File: config.mk
export PLATFORM = sky130hd
export DESIGN_NAME = mod_reduce
export DESIGN_NICKNAME = d
export VERILOG_FILES = /design/src/rtl/mod_pkg.sv /design/src/rtl/reg_256.sv /design/src/rtl/mod_reduce.sv
export SDC_FILE = /design/constraint.sdc
export NUM_CORES = 1
export LEC_CHECK = 0
export ABC_AREA = 1
export CELL_PAD_IN_SITES_DETAIL_PLACEMENT = 1
export CELL_PAD_IN_SITES_GLOBAL_PLACEMENT = 2
export CORE_MARGIN = 10
export CORE_UTILIZATION = 32
export CTS_CLUSTER_SIZE = 24
export DETAILED_ROUTE_END_ITERATION = 8
export GPL_ROUTABILITY_DRIVEN = 0
export PLACE_DENSITY = 0.84
export REMOVE_ABC_BUFFERS = 1
export SYNTH_ARGS = -nofsm -noshare
export SYNTH_HDL_FRONTEND = slang
export SYNTH_SLANG_ARGS = --single-unit
File: constraint.sdc
create_clock -name Clk -period 1.9 [get_ports Clk]
set_input_delay 0.285 -clock Clk [delete_from_list [all_inputs] [get_ports Clk]]
set_output_delay 0.285 -clock Clk [all_outputs]
set_load 0.005 [all_outputs]
File: src/rtl/mod_pkg.sv
// Shared types and helpers for the modular-reduction block.
package mod_pkg;

    typedef enum logic [1:0] {
        IDLE,
        REDUCE,
        FIXUP,
        DONE
    } state_t;

    function automatic int clog2(input int n);
        int w;
        w = 0;
        while ((1 << w) < n) w++;
        return w;
    endfunction

endpackage

File: src/rtl/reg_256.sv
// Parametrised load-enable register with synchronous active-low clear.
module reg_256 #(
    parameter int W = 256
) (
    input  logic         clk,
    input  logic         reset,
    input  logic         en,
    input  logic [W-1:0] d,
    output logic [W-1:0] q
);

    always_ff @(posedge clk) begin
        if (!reset)  q <= '0;
        else if (en) q <= d;
    end

endmodule

File: src/rtl/mod_reduce.sv
// Sequential signed-operand modular reduction: k mod `mod` by restoring
// shift-subtract over |k|, with a sign fix-up and fixed latency.
module mod_reduce
    import mod_pkg::*;
#(
    parameter int KW = 16,
    parameter int MW = 8
) (
    input  logic          Clk,
    input  logic          Reset,
    input  logic          Start,
    input  logic [KW-1:0] k,
    input  logic [MW-1:0] mod,
    output logic [MW-1:0] out,
    output logic          Done,
    output logic          Busy,
    output logic          Err
);

    localparam int CW = clog2(KW + 1);

    state_t        state, next;
    logic [KW-1:0] mag;
    logic          sign;
    logic [MW-1:0] mod_q;
    logic [MW:0]   r;
    logic [CW-1:0] cnt;
    logic          last;
    logic [MW:0]   r_shift;
    logic [MW:0]   r_next;
    logic [MW-1:0] res;
    logic          out_en;
    logic [MW-1:0] out_d;

    assign last    = (cnt == CW'(KW - 1));
    assign r_shift = {r[MW-1:0], mag[KW-1]};
    assign r_next  = (r_shift >= {1'b0, mod_q}) ? (r_shift - {1'b0, mod_q}) : r_shift;
    assign res     = (sign && (r != '0)) ? (mod_q - r[MW-1:0]) : r[MW-1:0];
    assign Busy    = (state != IDLE);

    // A zero modulus skips the datapath and publishes 0 straight away.
    assign out_en = (state == FIXUP) || ((state == IDLE) && Start && (mod == '0));
    assign out_d  = (state == FIXUP) ? res : '0;

    always_ff @(posedge Clk) begin
        if (!Reset) state <= IDLE;
        else        state <= next;
    end

    always_comb begin
        next = state;
        case (state)
            IDLE:    if (Start) next = (mod == '0) ? DONE : REDUCE;
            REDUCE:  if (last) next = FIXUP;
            FIXUP:   next = DONE;
            DONE:    next = IDLE;
            default: next = IDLE;
        endcase
    end

    // Done/Err are registered off the DONE state, so the pulse lands one
    // cycle after DONE, when the FSM is already back in IDLE.
    always_ff @(posedge Clk) begin
        if (!Reset) begin
            r     <= '0;
            cnt   <= '0;
            mag   <= '0;
            sign  <= 1'b0;
            mod_q <= '0;
            Done  <= 1'b0;
            Err   <= 1'b0;
        end else begin
            Done <= (state == DONE);
            Err  <= (state == DONE) && (mod_q == '0);
            case (state)
                IDLE: begin
                    if (Start) begin
                        mod_q <= mod;
                        sign  <= k[KW-1];
                        mag   <= k[KW-1] ? (~k + 1'b1) : k;
                        r     <= '0;
                        cnt   <= '0;
                    end
                end
                REDUCE: begin
                    r   <= r_next;
                    mag <= mag << 1;
                    cnt <= cnt + 1'b1;
                end
                default: ;
            endcase
        end
    end

    reg_256 #(.W(MW)) u_out (
        .clk   (Clk),
        .reset (Reset),
        .en    (out_en),
        .d     (out_d),
        .q     (out)
    );

endmodule

==> results <==
## stage by stage
| step | cells | hold slack (ns) | setup slack (ns) | power (mW) | instance area, µm² |
|---|---|---|---|---|---|
| 2_1_floorplan | 538 | 0.402 | -0.0514 | 6.21 | 3550 |
| 3_3_place_gp | 737 | 0.453 | 0.0271 | 8.07 | 4330 |
| 3_5_place_dp | 737 | 0.461 | -0.0105 | 8.29 | 4330 |
| 4_1_cts | 745 | 0.473 | 0.00277 | 9.46 | 4520 |
| 5_1_grt | 747 | 0.485 | -0.0215 | 10.7 | 4610 |
| 6_report | 747 | 0.469 | 0.0924 | 9.69 | 4610 |
## path summary, 6_finish.rpt
kind | slack (ns) | from | cells past startpoint | end
hold reg to reg | 0.47 | u_out.q[6]$_SDFFE_PN0P_ | 2 | u_out.q[6]$_SDFFE_PN0P_
setup / recovery | 0.09 | state[0]$_SDFFE_PN0P_ | 4 | Busy
hold / removal | 0.47 | u_out.q[6]$_SDFFE_PN0P_ | 2 | u_out.q[6]$_SDFFE_PN0P_
setup reg to reg | 0.09 | mod_q[7]$_SDFFE_PN0P_ | 10 | r[6]$_SDFFE_PN0P_
## routing by layer
metal / GRT usage (%) / routed length, µm / share of wire, %
met5: 0 / 0 / 0
met4: 3.08 / 87 / 0.75
met3: 2.71 / 241 / 2.1
met2: 26.2 / 5910 / 51
met1: 16.3 / 5310 / 46
## flip-flops by register name, indices dropped and copies added, names as in the netlist
register,cells
Done,1
Err,1
cnt,5
mag,16
mod_q,8
r,9
sign,1
state,2
u_out.q,8
## critical path, cell delays in order, from the launching register on
cell and delay (ns):
dfxtp_2 0.35, inv_1 0.10, ha_4 0.20, inv_1 0.06
clkdlybuf4s50_1 0.50
## report_power, final
group          internal, mW  leakage [nW]  switching, mW  total [mW]
clock network         0.504        0.0759          0.463       0.967
registers              1.41         0.418          0.274        1.68
logic                  2.87          1.55           4.16        7.04
## cell type report
class	count	area [µm²]
Clock buffer	5	125
Clock inverter	3	28.8
Fill cell	1427	6420
Inverter	73	274
Multi-Input combinational cell	414	2370
Sequential cell	51	1030
Tap cell	140	175
Timing Repair Buffer	61	613
## cell usage in the layout, fill, tap and decap left out, drive strengths merged
cell type / n
or2: 3
nand3: 52
inv: 73
a21oi: 65
and3: 1
o22ai: 1
buf: 24
ha: 23
o21a: 1
nor3: 7
nand3b: 1
a211oi: 1
nand2: 144
nor2: 53
nor3b: 1
nand4: 13
clkbuf: 5
dfxtp: 51
clkdlybuf4s50: 37
o21ai: 32
fa: 2
xor2: 1
o211ai: 2
clkinv: 3
a31o: 1
a31oi: 1
and2: 1
xnor2: 6
a221oi: 2
## repair_timing
item | CTS | global route
pin swaps | 0 | 2
hold buffers | 0 | 0
gates resized for setup | 4 | 21
setup endpoints to repair | 4 | 24
buffers inserted | 0 | 2
## cell families (layout without fill, tap and decap cells)
family | count (synthesis) | after routing | share of synthesized area [%]
compound gates | 106 | 106 | 16.2
xor+xnor | 7 | 7 | 1.68
fa+ha+maj | 25 | 25 | 8.97
buf+inv | 90 | 142 | 10.3
flops | 51 | 51 | 27.9
simple gates | 276 | 276 | 35.0
==> qor.csv <==
stage;metric;value;unit
detailed_routing;drtIter0Drc;192;
yosys;synthTopCellsByArea;dfxtp_1, nand2_1, a21oi_1, ha_1, inv_1;
detailed_routing;ant_nets;0;
yosys;post-synth-top-count-cell;nand2_1;
floorplan;core-area;0.0110;mm²
flow_run;maxCapViolations;0;
timing;maxSlewViolCount;0;
placed_design;io_buffers;37;
worst_setup_path;path_class;reg2out;
clock_tree;numCtsBuffers;5;
detailed_routing;routed_wl;11.6;mm
yosys;ys_top_cells_by_count;nand2_1, inv_1, a21oi_1;
placed_design;dpl.hpwl;9.08;mm
detailed_routing;drtPass1Iterations;4;
timing;worst_slew_pin_slew;0.429;ns
timing;period_share;95.1;%
timing;layout_min_cycle_time;1.81;ns
yosys;yosysTopAreaCellShare;27.9;%
timing;rsz0062_at_grt;yes;
yosys;synth_area;0.00365;mm²
yosys;synth_edf_count;0;
detailed_routing;drc;0;
floorplan;initial_core_util;33.1;%
clock_tree;h-tree-depth;2;
timing;setup_tns;0;ns
floorplan;die_h;127;µm
yosys;syn_inst;555;
yosys;synth_cell_types;43;
worst_setup_path;cp_max_fo;4;
timing;max_freq;553;MHz
worst_setup_path;endpoint_kind;output pin;
yosys;synth-async-reset-ratio;0;%
floorplan;die_x;127;µm
power_and_ir_drop;cellLeakagePower;2.05;nW
cells_and_area;post-route-util;41.8;%
clock_tree;cts_tree;done;
global_routing;grt_antenna_before_repair;0;
yosys;synth_warnings;0;
clock_tree;clock_latency;0.31;ns
worst_hold_path;min_path_type;reg2reg;
clock_tree;clock-sinks;51;
worst_setup_path;crit_path_start_kind;flip-flop;
clock_tree;cts_root_buffer;clkbuf_16;
floorplan;std_cell_rows;38;
power_and_ir_drop;vdd_ir_drop_max;0.000978;V
cells_and_area;diodes;0;
timing;setup_viol_count_final;0;
global_routing;first_global_vias;3916;
cells_and_area;nNetsFinal;658;
yosys;synth_top_cell_by_area;dfxtp_1;
global_routing;grt_usage;14.1;%
global_routing;grt_pass1_wl;19.1;mm
timing;relSlewSlack;71.1;%
detailed_routing;viasPerCell;4.98;
yosys;syn_area_per_cell;6.59;µm²
clock_tree;clockBufferDepth;2;
detailed_routing;num_vias;3719;
global_routing;gr-total-overflow;0;
yosys;ys_ff_latch;51;
worst_setup_path;arrival;1.52;ns
clock_tree;cts.clk_slew.worst_paths;0.08;ns
global_routing;grt_max_degree;39;
outcome;outcome;completed;
yosys;seq_area_frac_synth;27.9;%
timing;finClkSkew;0.00729;ns
power_and_ir_drop;pwr_density_cell;2100;mW/mm²
floorplan;pin_count;38;
cells_and_area;post_route_cells_drive_above_1_share;14.5;%
floorplan;die_area;0.0161;mm²
timing;finalHoldViolations;0;
yosys;synth_flop_cell;dfxtp_1;
worst_setup_path;cp.required;1.62;ns
detailed_routing;route.detailed.wl_per_inst;15.5;µm
cells_and_area;syn2layout_area_growth;26.3;%
(Power assumes the default switching activity.)
